`src/rtl/hazard_ctrl_unit.sv`:
```
// Pipeline hazard controller for the 5-stage core: stage stall/flush controls,
// N-operand forwarding selects, multi-cycle load/execute sequencing and a stall counter.
module hazard_ctrl_unit #(
    parameter int AW       = 5,
    parameter int NSRC     = 2,
    parameter int LOAD_LAT = 1,
    parameter int MC_LAT   = 4
) (
    input  logic                 clk,
    input  logic                 rst_n,
    input  logic [NSRC*AW-1:0]   rsD,
    input  logic [NSRC*AW-1:0]   rsE,
    input  logic [AW-1:0]        rdE,
    input  logic [AW-1:0]        rdM,
    input  logic [AW-1:0]        rdW,
    input  logic                 RegWriteE,
    input  logic                 RegWriteM,
    input  logic                 RegWriteW,
    input  logic [1:0]           ResultSrcE,
    input  logic                 McStartE,
    input  logic                 PCSrcE,
    input  logic                 MemReqM,
    input  logic                 dmem_ready,
    output logic                 StallF,
    output logic                 StallD,
    output logic                 FlushD,
    output logic                 StallE,
    output logic                 FlushE,
    output logic                 StallM,
    output logic                 FlushM,
    output logic                 StallW,
    output logic                 FlushW,
    output logic [NSRC*2-1:0]    fwd,
    output logic [31:0]          stall_cnt
);

    typedef enum logic [1:0] {
        IDLE     = 2'd0,
        LD_STALL = 2'd1,
        MC_BUSY  = 2'd2
    } state_e;

    typedef struct packed {
        logic stall_f;
        logic stall_d;
        logic flush_d;
        logic stall_e;
        logic flush_e;
        logic stall_m;
        logic flush_m;
        logic stall_w;
        logic flush_w;
    } ctrl_t;

    // Counters hold "remaining cycles after this one", so reloads are latency minus two.
    localparam logic [2:0] LD_RELOAD = 3'(LOAD_LAT - 2);
    localparam logic [3:0] MC_RELOAD = 4'(MC_LAT - 2);
    localparam logic       MC_MULTI  = (MC_LAT > 1);
    localparam logic       LD_MULTI  = (LOAD_LAT > 1);

    state_e      state_q, state_d;
    logic [2:0]  ld_cnt_q, ld_cnt_d;
    logic [3:0]  mc_cnt_q, mc_cnt_d;
    logic [31:0] stall_cnt_q, stall_cnt_d;

    logic  mem_wait;
    logic  mc_start;
    logic  rs_match;
    logic  load_use;
    ctrl_t ctrl;

    assign mem_wait = MemReqM && !dmem_ready;
    assign mc_start = McStartE && MC_MULTI;

    always_comb begin
        rs_match = 1'b0;
        for (int k = 0; k < NSRC; k++) begin
            if (rsD[k*AW +: AW] == rdE) rs_match = 1'b1;
        end
    end

    assign load_use = (ResultSrcE == 2'b01) && RegWriteE && (rdE != '0) && rs_match;

    // NOTE: sequential state uses non-blocking assignments so every flop samples pre-edge values.
    always_ff @(posedge clk or negedge rst_n) begin
        if (!rst_n) begin
            state_q     <= IDLE;
            ld_cnt_q    <= '0;
            mc_cnt_q    <= '0;
            stall_cnt_q <= '0;
        end else begin
            state_q     <= state_d;
            ld_cnt_q    <= ld_cnt_d;
            mc_cnt_q    <= mc_cnt_d;
            stall_cnt_q <= stall_cnt_d;
        end
    end

    // NOTE: every comb output gets a default first so no path infers a latch.
    always_comb begin
        state_d  = state_q;
        ld_cnt_d = ld_cnt_q;
        mc_cnt_d = mc_cnt_q;
        if (!mem_wait) begin
            unique case (state_q)
                IDLE: begin
                    if (mc_start) begin
                        state_d  = MC_BUSY;
                        mc_cnt_d = MC_RELOAD;
                    end else if (load_use && LD_MULTI) begin
                        state_d  = LD_STALL;
                        ld_cnt_d = LD_RELOAD;
                    end
                end
                LD_STALL: begin
                    if (ld_cnt_q == '0) state_d = IDLE;
                    else                ld_cnt_d = ld_cnt_q - 3'd1;
                end
                MC_BUSY: begin
                    if (mc_cnt_q == '0) state_d = IDLE;
                    else                mc_cnt_d = mc_cnt_q - 4'd1;
                end
                default: state_d = IDLE;
            endcase
        end
    end

    // Controls are forced low while reset is held, independent of the other inputs.
    always_comb begin
        ctrl = '0;
        if (rst_n) begin
            if (mem_wait) begin
                ctrl.stall_f = 1'b1;
                ctrl.stall_d = 1'b1;
                ctrl.stall_e = 1'b1;
                ctrl.stall_m = 1'b1;
                ctrl.flush_w = 1'b1;
            end else begin
                unique case (state_q)
                    IDLE: begin
                        if (mc_start) begin
                            ctrl.stall_f = 1'b1;
                            ctrl.stall_d = 1'b1;
                            ctrl.stall_e = 1'b1;
                            ctrl.flush_m = 1'b1;
                        end else if (load_use) begin
                            ctrl.stall_f = 1'b1;
                            ctrl.stall_d = 1'b1;
                            ctrl.flush_e = 1'b1;
                        end else if (PCSrcE) begin
                            ctrl.flush_d = 1'b1;
                            ctrl.flush_e = 1'b1;
                        end
                    end
                    LD_STALL: begin
                        ctrl.stall_f = 1'b1;
                        ctrl.stall_d = 1'b1;
                        ctrl.flush_e = 1'b1;
                    end
                    MC_BUSY: begin
                        ctrl.stall_f = 1'b1;
                        ctrl.stall_d = 1'b1;
                        ctrl.stall_e = 1'b1;
                        ctrl.flush_m = 1'b1;
                    end
                    default: ctrl = '0;
                endcase
            end
        end
    end

    always_comb begin
        stall_cnt_d = stall_cnt_q;
        if (ctrl.stall_f && (stall_cnt_q != 32'hFFFF_FFFF)) stall_cnt_d = stall_cnt_q + 32'd1;
    end

    // M-stage producer wins over W; register 0 is never forwarded.
    always_comb begin
        fwd = '0;
        if (rst_n) begin
            for (int k = 0; k < NSRC; k++) begin
                if (RegWriteM && (rsE[k*AW +: AW] == rdM) && (rsE[k*AW +: AW] != '0))
                    fwd[k*2 +: 2] = 2'b10;
                else if (RegWriteW && (rsE[k*AW +: AW] == rdW) && (rsE[k*AW +: AW] != '0))
                    fwd[k*2 +: 2] = 2'b01;
            end
        end
    end

    assign StallF    = ctrl.stall_f;
    assign StallD    = ctrl.stall_d;
    assign FlushD    = ctrl.flush_d;
    assign StallE    = ctrl.stall_e;
    assign FlushE    = ctrl.flush_e;
    assign StallM    = ctrl.stall_m;
    assign FlushM    = ctrl.flush_m;
    assign StallW    = ctrl.stall_w;
    assign FlushW    = ctrl.flush_w;
    assign stall_cnt = stall_cnt_q;

endmodule
```
`config.mk`:
```
export PLATFORM = sky130hd
export DESIGN_NAME = hazard_ctrl_unit
export DESIGN_NICKNAME = d
export VERILOG_FILES = /design/src/rtl/hazard_ctrl_unit.sv
export SDC_FILE = /design/constraint.sdc
export NUM_CORES = 1
export LEC_CHECK = 0
export BUFFER_PORTS_ARGS = -buffer_cell sky130_fd_sc_hd__buf_4
export CAP_MARGIN = 20
export CORE_ASPECT_RATIO = 1.5
export CORE_MARGIN = 2
export CORE_UTILIZATION = 45
export CTS_CLUSTER_DIAMETER = 80
export DETAILED_ROUTE_END_ITERATION = 10
export GPL_TIMING_DRIVEN = 0
export PLACE_DENSITY = 0.83
export SYNTH_ARGS = -nofsm -noshare
export SYNTH_HDL_FRONTEND = slang
export SYNTH_SLANG_ARGS = --single-unit
export TNS_END_PERCENT = 5
```
`constraint.sdc`:
```
create_clock -name clk -period 1.8 [get_ports clk]
set_clock_uncertainty 0.15 [all_clocks]
set_input_delay 0.36 -clock clk [delete_from_list [all_inputs] [get_ports clk]]
set_output_delay 0.36 -clock clk [all_outputs]
set_load 0.01 [all_outputs]
```
==> run metrics, run 1 <==
CTS tree built; r2r setup slk -0.19 ns; final instance area 3670 µm²; global-route wire length before repair 10,200 µm; ANT nets after route 0; DIE AREA 6040 µm²; startpoint class of the critical path input port; Max rail drop VDD 0.000478 V; maximum fanout along the worst path 3; Fin Hold WS 0.260 ns; Final Setup Violations 39; Synthesized Nets 297; met2 usage 39.8%; violated checks setup timing; Crit Path Class in -> out; Inst Count DP 405; Synth Area per Inst 9.83 µm²; initial antenna violation count 0; post-synthesis cell area 2440 µm²; Max Slew Vio Count 0; port bufs 89; Vias 2,354; RSZ-0062 raised after global routing yes; final std cells w/o fill 431; Initial DRT Pass Iterations 4; starting density of the core 46.9%; clk slew on worst S/H paths 0.07 ns; CTS Buffer Depth 2; IO Count 91; HP Class in -> reg; WL per Instance 15.6 µm; EDFF count, synth 0; Worst Path Arrival 1.60 ns; Root Driver clkbuf_8; FFs w/ async S/R, synth 100%; Tot GR Track Use 21.1%; Die Height 94.2 µm; Final Critical Period 2.11 ns; routing usage on met1 22.2%; DRC Markers 0; FP Rows 32; Netlist cell types 43; Die Wd 64.1 µm; H-tree levels 2; GR Overflow Total 0; final hold violations 0; max_cap viols 0; met3 usage 4.32%; total power 2.77 mW; post-layout net count 411; Worst Setup Slack, final -0.309 ns; sequential area share after synthesis 38.0%; Clk Latency, worst-skew pair 0.30 ns; final critical-path share of the clock period 117%; TritonCTS Buffers 5; CP cell instances buf_8 -> or4_4 -> nor2_4 -> nor4_4 -> nor4_2 -> buf_4; largest net degree at the start of global routing 38; share of cells above drive strength 1 49.3%; outcome complete, but fails checks; Synth Flop Type dfrtp_1; antenna cells 0; Seq cells post-synth 37; slowest cell delay on critical path 0.54 ns; HPWL after detailed placement 4480 µm; Routability Congestion 0.841; gr busiest metal met2; Mapped Cells 248; Critical Path RT 1.29 ns; Ys Warns 0; Synth-to-Final Area Change 50.5%; core area 5200 µm²; Crit. End Element primary output; clock sink count 37; crit path max-delay cell type or4_4; pwr/cell area 754 nW/µm²; final WL 6720 µm; FMAX 0.474 GHz; Placement Cell Area 3220 µm²; leakage power 1.63 nW; vias in the first global route 2,315; DR vias/cell 5.46; initial DRC count 66
-- power breakdown --
| part | internal (mW) | total (mW) | leakage (nW) | switching, mW |
|---|---|---|---|---|
| combinational | 0.579 | 1.08 | 1.11 | 0.499 |
| clock | 0.267 | 0.574 | 0.0439 | 0.307 |
| sequential | 0.963 | 1.11 | 0.484 | 0.151 |
| total | 1.81 | 2.77 | 1.63 | 0.958 |
-- cell usage after synthesis (2+ instances only) --
cell | instances | area share, %
nand3_2 | 8 | 3.3
xnor2_1 | 47 | 17
nand2_1 | 10 | 1.5
nand4_1 | 19 | 4.9
and2_1 | 4 | 1.0
buf_4 | 4 | 1.2
o21ai_0 | 4 | 0.82
buf_2 | 3 | 0.62
nor3_1 | 8 | 1.6
a31oi_1 | 2 | 0.51
and3_1 | 5 | 1.3
xor2_1 | 14 | 5.0
inv_1 | 4 | 0.62
nor2_1 | 14 | 2.2
nor3b_1 | 2 | 0.62
and3_2 | 5 | 1.5
and4_1 | 2 | 0.72
nor2b_1 | 2 | 0.51
nand3_1 | 19 | 3.9
buf_6 | 3 | 1.4
nor4_1 | 5 | 1.3
dfrtp_1 | 37 | 38
a21oi_1 | 3 | 0.62
ha_1 | 3 | 1.5
or4_1 | 2 | 0.62
clkbuf_1 | 2 | 0.31
-- flip-flops by register name (all words and copies together), names as in the netlist --
register,flops
mc_cnt_q,4
state_q,1
stall_cnt,32
-- cell families after synthesis --
family                   count (synthesis)  synth area share [%]
AO/OA/AOI/OAI                           15                  4.21
XOR/XNOR                                61                  21.9
adder cells (fa/ha/maj)                  3                  1.54
buffers and inverters                   16                  4.16
flip-flops                              37                  38.0
multiplexers                             1                 0.462
other                                    1                 0.154
AND/OR/NAND/NOR                        114                  29.6
-- timing repair --
item	in CTS	in global routing
setup endpoints to repair	43	44
gates resized for setup	21	29
buffers inserted	4	14
hold endpoints to repair	37	0
pin swaps	9	27
hold buffers	2	0
cloned	0	0
-- area by class of cell --
cell class                      count  area [µm²]
Buffer                             10         101
Clock buffer                        5        68.8
Clock inverter                      3        17.5
Fill cell                         396        1530
Inverter                            4        15.0
Multi-Input combinational cell    195        1570
Sequential cell                    37         935
Tap cell                           68        85.1
Timing Repair Buffer              109         878
-- critical path: cells and delay by family --
kind | cells | cell delay [ns]
buffers and inverters | 2 | 0.26
and+or+nand+nor | 4 | 0.97
-- per-stage QoR --
step | setup TNS, ns | utilization [%] | worst slack (ns)
3_3_place_gp | -15.28 | 61.9 | -0.587
5_1_grt | -7.95 | 70.5 | -0.367
6_report | -4.66 | 70.5 | -0.309
3_5_place_dp | -16.01 | 61.9 | -0.603
4_1_cts | -5.79 | 66.1 | -0.245
2_1_floorplan | -0.940 | - | -0.0809
-- metal layers --
layer,wire [µm],part of all wire (%)
met2,3710,55
met4,240,3.6
met5,0,0
met1,2320,35
met3,448,6.7
-- cells in the final DEF (no fill, tap or decap), types with 5 or more instances in the layout --
cell,synthesis,layout
nand3_1,19,15
nor2_1,14,12
dfrtp_1,37,30
nor3_1,8,7
nand2_1,10,9
buf_6,3,11
xor2_1,14,12
clkbuf_8,0,5
and3_1,5,5
nand4_1,19,19
and3_2,5,5
nand3_2,8,11
xnor2_1,47,46
buf_4,4,100
dfrtp_2,0,7
-- worst paths after layout --
path                                           start                         to  cells after the start
min reg2reg                stall_cnt[31]$_DFFE_PN0P_  stall_cnt[31]$_DFFE_PN0P_                      1
min                                         McStartE     state_q[1]$_DFFE_PN0P_                      3
min in group asynchronous                      rst_n  stall_cnt[27]$_DFFE_PN0P_                      3
max in group asynchronous                      rst_n  stall_cnt[18]$_DFFE_PN0P_                      3
max                                           rsE[9]                     fwd[2]                      6
max reg2reg                 stall_cnt[4]$_DFFE_PN0P_  stall_cnt[13]$_DFFE_PN0P_                      8
(Power assumes the default switching activity.)
==> inputs of run 2 (changes only) <==
--- a/config.mk
+++ b/config.mk
@@ -7,13 +7,12 @@
 export LEC_CHECK = 0
 export BUFFER_PORTS_ARGS = -buffer_cell sky130_fd_sc_hd__buf_4
 export CAP_MARGIN = 20
-export CORE_ASPECT_RATIO = 1.5
 export CORE_MARGIN = 2
-export CORE_UTILIZATION = 45
+export CORE_UTILIZATION = 50
 export CTS_CLUSTER_DIAMETER = 80
 export DETAILED_ROUTE_END_ITERATION = 10
 export GPL_TIMING_DRIVEN = 0
-export PLACE_DENSITY = 0.83
+export PLACE_DENSITY = 0.87
 export SYNTH_ARGS = -nofsm -noshare
 export SYNTH_HDL_FRONTEND = slang
 export SYNTH_SLANG_ARGS = --single-unit
==> constraint.sdc (replaced) <==
create_clock -name clk -period 2.45 [get_ports clk]
set_clock_uncertainty 0.15 [all_clocks]
set_input_delay 0.49 -clock clk [delete_from_list [all_inputs] [get_ports clk]]
set_output_delay 0.49 -clock clk [all_outputs]
set_load 0.01 [all_outputs]
==> run 2 against run 1 <==
  * The flow now finishes without violations
  * Sequential share of layout area up 2.0 points
  * Clock power down 30%
  * Core utilization up 0.94 points
  * Sequential power down 26%
  * Register-to-register slack better by 0.52 ns
==> run metrics, run 2 (synthesized netlist as in run 1, its figures left out) <==
Critical Path RT 1.81 ns (+0.52 ns); Layout fillers 374 (-5.6%); HP Class in -> async; FMAX 0.413 GHz; Worst Path Arrival 1.78 ns (+0.18 ns); Clk Latency, worst-skew pair 0.28 ns (-0.02 ns); GR Overflow Total 0 (unchanged); FP Rows 25 (-22%); global-route wire length before repair 9700 µm (-4.5%); Tot GR Track Use 23.0% (+1.9 points); leakage power 1.52 nW (-6.8%); DRC Markers 0 (unchanged); Routability Congestion 0.825 (-2.0%); initial DRC count 133 (+100%); commonest non-fill, non-tap cell in the layout buf_4; DIE AREA 5450 µm² (-9.7%); H-tree levels 2 (unchanged); Final Setup Violations 0 (-100%); CTS tree built; WL per Instance 14.7 µm (-5.9%); TritonCTS Buffers 5 (unchanged); outcome finished clean; share of cells above drive strength 1 39.8% (-9.5 points); startpoint class of the critical path input port; Placement Cell Area 3190 µm² (-1.0%); Root Driver clkbuf_8; starting density of the core 51.6% (+4.8 points); Largest register FFs 32 (unchanged); final hold violations 0 (unchanged); clk slew on worst S/H paths 0.07 ns (about the same); final WL 6070 µm (-9.6%); final critical-path share of the clock period 98.8%; HPWL after detailed placement 4560 µm (+1.8%); Crit. End Element primary output; antenna cells 0 (unchanged); initial antenna violation count 0 (unchanged); max_cap viols 0 (unchanged); Synth-to-Final Area Change 38.4%; CTS Buffer Depth 2 (unchanged); Fin Hold WS 0.0193 ns (-0.241 ns); pwr/cell area 547 nW/µm² (-27%); most frequent cells in the layout buf_4 (92), xnor2_1 (47), dfrtp_1 (37); Vias 2,229 (-5.3%); Crit Path Class in -> out; Die Height 73.8 µm (-22%); Max rail drop VDD 0.000320 V (-33%); port bufs 89 (unchanged); Final Critical Period 2.42 ns; final instance area 3380 µm² (-8.0%); DP Worst Slack -0.206 ns (+0.397 ns); DR vias/cell 5.38 (-1.4%); RSZ-0062 raised after global routing yes; largest net degree at the start of global routing 46 (+21%); total power 1.85 mW (-33%); post-route setup TNS 0 ns (+4.66 ns); Die Wd 73.8 µm (+15%); maximum fanout along the worst path 3 (unchanged); ANT nets after route 0 (unchanged); post-layout net count 395 (-3.9%); Max Slew Vio Count 0 (unchanged); vias in the first global route 2,156 (-6.9%); IO Count 91 (unchanged); Worst Setup Slack, final 0.0303 ns (+0.339 ns); clock sink count 37 (unchanged); Initial DRT Pass Iterations 4 (unchanged); core area 4720 µm² (-9.3%)
==> run 2: critical path, cell delays in order <==
cell,delay (ns)
buf_6,0.10
or4_4,0.54
nor2_4,0.15
nor4_4,0.05
nor4_2,0.27
buf_4,0.17
==> run 2: final timing paths <==
check                                     startpoint                         to  slack (ns)  cells past startpoint
min in group clk           stall_cnt[14]$_DFFE_PN0P_  stall_cnt[14]$_DFFE_PN0P_        0.35                      1
max in group asynchronous                      rst_n     state_q[1]$_DFFE_PN0P_        1.93                      2
hold / removal                                 rst_n   stall_cnt[2]$_DFFE_PN0P_        0.02                      2
setup / recovery                              rsE[4]                     fwd[0]        0.03                      6
setup reg to reg            stall_cnt[3]$_DFFE_PN0P_   stall_cnt[1]$_DFFE_PN0P_        0.33                      7
hold reg to reg            stall_cnt[14]$_DFFE_PN0P_  stall_cnt[14]$_DFFE_PN0P_        0.35                      1
==> run 2: repair_timing <==
item,in CTS,in global routing
endpoints found under the setup margin,4,4
endpoints found under the hold margin,37,37
pin swaps,3,5
resized for setup,3,14
buffers inserted,0,2
==> run 2: cell type report <==
cell class | instances | area [µm²] | share of cell area (%)
Buffer | 11 | 88.8 | 2.63
Sequential cell | 37 | 926 | 27.4
Inverter | 4 | 15.0 | 0.445
Clock buffer | 6 | 72.6 | 2.15
Timing Repair Buffer | 92 | 718 | 21.3
Clock inverter | 2 | 10.0 | 0.297
Tap cell | 67 | 83.8 | 2.48
Multi-Input combinational cell | 195 | 1460 | 43.3
==> run 2: metal layers <==
layer / part of all wire (%) / GRT usage, % / routed length, µm / vias to the layer above
met5: 0 / 0 / 0 / -
met2: 52 / 41.7 / 3150 / 77
li1: - / - / - / 1065
met1: 42 / 27.5 / 2550 / 1076
met4: 1.3 / 6.06 / 79 / 0
met3: 4.9 / 4.66 / 297 / 11
==> run 2: per-stage QoR <==
stage	utilization, %	instances
3_3_place_gp	67.5	404
3_5_place_dp	67.5	404
4_1_cts	69.5	411
5_1_grt	71.5	414
6_report	71.5	414
2_1_floorplan	-	248
==> run 2: report_power, final <==
| group | leakage [nW] | internal (mW) | switching [mW] | total, mW |
|---|---|---|---|---|
| Sequential | 0.493 | 0.703 | 0.123 | 0.826 |
| Clock | 0.0450 | 0.197 | 0.206 | 0.403 |
| Combinational | 0.984 | 0.316 | 0.303 | 0.619 |
| Total | 1.52 | 1.22 | 0.631 | 1.85 |
==> inputs of run 3 (changes only) <==
==> constraint.sdc (replaced) <==
create_clock -name clk -period 2.6 [get_ports clk]
set_clock_uncertainty 0.15 [all_clocks]
set_input_delay 0.52 -clock clk [delete_from_list [all_inputs] [get_ports clk]]
set_output_delay 0.52 -clock clk [all_outputs]
set_load 0.01 [all_outputs]
==> run 3 against run 2 <==
  * Hold slack improved by 0.032 ns
  * Final cell count decreased by 0.24%
  * Via count is essentially flat
  * Register-to-register slack improved by 0.16 ns
  * Core utilization down 1.2 points
  * Sequential share of layout area is 0.47 points higher
  * Wire length fell by 0.77%
  * Worst setup slack improved by 0.047 ns
  * Clock power shrank 6.2%
  * Largest cell class unchanged
==> run metrics, run 3 (synthesized netlist as in run 1, its figures left out) <==
post-route setup TNS 0 ns (unchanged); Final Setup Violations 0 (unchanged); CTS tree built; Critical Path RT 1.93 ns (+0.12 ns); starting density of the core 51.6% (unchanged); antenna cells 0 (unchanged); share of cells above drive strength 1 37.9% (-1.9 points); Max Slew Vio Count 0 (unchanged); global-route wire length before repair 9960 µm (+2.6%); Placement Cell Area 3190 µm² (unchanged); initial DRC count 144 (+8.3%); commonest non-fill, non-tap cell in the layout buf_4; H-tree levels 2 (unchanged); final WL 6030 µm (-0.77%); Clk Latency, worst-skew pair 0.29 ns (about the same); Vias 2,227 (-0.090%); Root Driver clkbuf_8; Final Critical Period 2.52 ns; final instance area 3320 µm² (-1.7%); total power 1.73 mW (-6.3%); final hold violations 0 (unchanged); post-layout net count 394 (-0.25%); core area 4720 µm² (unchanged); fin util 70.3% (-1.2 points); RSZ-0062 raised after global routing yes; IO Count 91 (unchanged); internal power 1.14 mW (-6.2%); ANT nets after route 0 (unchanged); Die Wd 73.8 µm (unchanged); DRC Markers 0 (unchanged); sequential power share 45.0% (+0.3 points); Initial DRT Pass Iterations 4 (unchanged); final critical-path share of the clock period 97.0%; pwr/cell area 522 nW/µm² (-4.7%); clock sink count 37 (unchanged); Crit. End Element primary output; max_cap viols 0 (unchanged); FMAX 0.396 GHz; worst r2r path cells 7 (unchanged); WL per Instance 14.6 µm (-0.53%); Tot GR Track Use 23.7% (+0.74 points); DR vias/cell 5.39 (+0.15%); Routability Congestion 0.825 (unchanged); FF-to-FF Start stall_cnt[3]$_DFFE_PN0P_; relative slew slack 64.8%; r2r endpoint stall_cnt[1]$_DFFE_PN0P_; most frequent cells in the layout buf_4 (92), xnor2_1 (47), dfrtp_1 (37); Worst Path Arrival 1.85 ns (+0.07 ns); Crit Path Class in -> out; Clock power frac 21.8% (about the same); startpoint class of the critical path input port; Sw Ratio 34.1% (-0.038 points); TritonCTS Buffers 5 (unchanged); largest net degree at the start of global routing 26 (-43%); Die Height 73.8 µm (unchanged); Inst Count DP 404 (unchanged); Max rail drop VDD 0.000301 V (-6.1%); initial antenna violation count 0 (unchanged); r2r setup slk 0.49 ns (+0.16 ns); maximum fanout along the worst path 11 (+8); vias in the first global route 2,191 (+1.6%); outcome finished clean; HPWL after detailed placement 4560 µm (unchanged); CTS Buffer Depth 2 (unchanged); port bufs 89 (unchanged); final std cells w/o fill 413 (-0.24%); sw power 0.591 mW (-6.4%); Synth-to-Final Area Change 36.1%; postcts setup bufs 0 (unchanged); Largest register FFs 32 (unchanged); DIE AREA 5450 µm² (unchanged); clk slew on worst S/H paths 0.07 ns (about the same); FP Rows 25 (unchanged); HP Class in -> async; Layout fillers 384 (+2.7%); leakage power 1.51 nW (-0.94%); worst-margin pin slew 0.527 ns; Comb power frac 33.1% (-0.4 points); GR Overflow Total 0 (unchanged)
## run 3: cell types whose count changed in the layout (fill, tap and decap cells not counted), moves of 2 or more
| cell | change |
|---|---|
| buf_6 | -2 |
| nor4_1 | +2 |
| or4_1 | +2 |
| or4_4 | -2 |
## run 3: how the worst max path moves through the flow
stage	from	end	slack, ns	cells past startpoint
floorplan	rsE[1]	fwd[0]	0.27	4
global placement	rst_n	StallF	-0.1	6
detailed placement	rst_n	StallF	-0.12	6
CTS	rdE[2]	StallF	0.03	8
global route	rdE[2]	StallF	-0.01	8
finish	rdE[2]	StallF	0.08	8
## run 3: repair_timing
item,in CTS,in global routing
setup endpoints to repair,2,4
endpoints found under the hold margin,12,0
gates resized for setup,2,3
hold buffers,2,0
cloned,0,0
pin swaps,0,2
## run 3: area by class of cell
cell class / instances / area, µm² / area share (%)
Buffer: 11 / 85.1 / 2.56
Clock buffer: 6 / 72.6 / 2.19
Clock inverter: 2 / 10.0 / 0.302
Inverter: 4 / 15.0 / 0.452
Multi-Input combinational cell: 195 / 1430 / 42.9
Sequential cell: 37 / 926 / 27.9
Tap cell: 67 / 83.8 / 2.53
Timing Repair Buffer: 91 / 702 / 21.1
## run 3: metrics by stage
stage | worst slack, ns | hold WS, ns
6_report | 0.0777 | 0.0512
3_3_place_gp | -0.0978 | 0.332
4_1_cts | 0.0323 | 0.0581
3_5_place_dp | -0.116 | 0.341
2_1_floorplan | 0.271 | 0.0744
5_1_grt | -0.0141 | 0.0716
## run 3: critical path: stages
cell	delay, ns
buf_4	0.12
xor2_1	0.15
nor3_1	0.21
a22oi_1	0.13
o22ai_2	0.21
clkbuf_4	0.28
buf_4	0.13
buf_4	0.10
## run 3: power groups by stage
stage | combinational, mW | clock, mW | sequential, mW
final | 0.574 | 0.378 | 0.780
after detailed placement | 0.573 | 0 | 0.773
after global routing | 0.637 | 0.402 | 0.793
after CTS | 0.583 | 0.383 | 0.764
after global placement | 0.548 | 0 | 0.767
after floorplan | 0.302 | 0 | 0.773
## run 3: metal layers
metal	up-vias	track usage (%)	share of wire, %
li1	1062	-	-
met4	0	5.86	1.1
met2	77	43.5	53
met5	-	0	0
met3	9	4.80	4.7
met1	1079	28.2	41
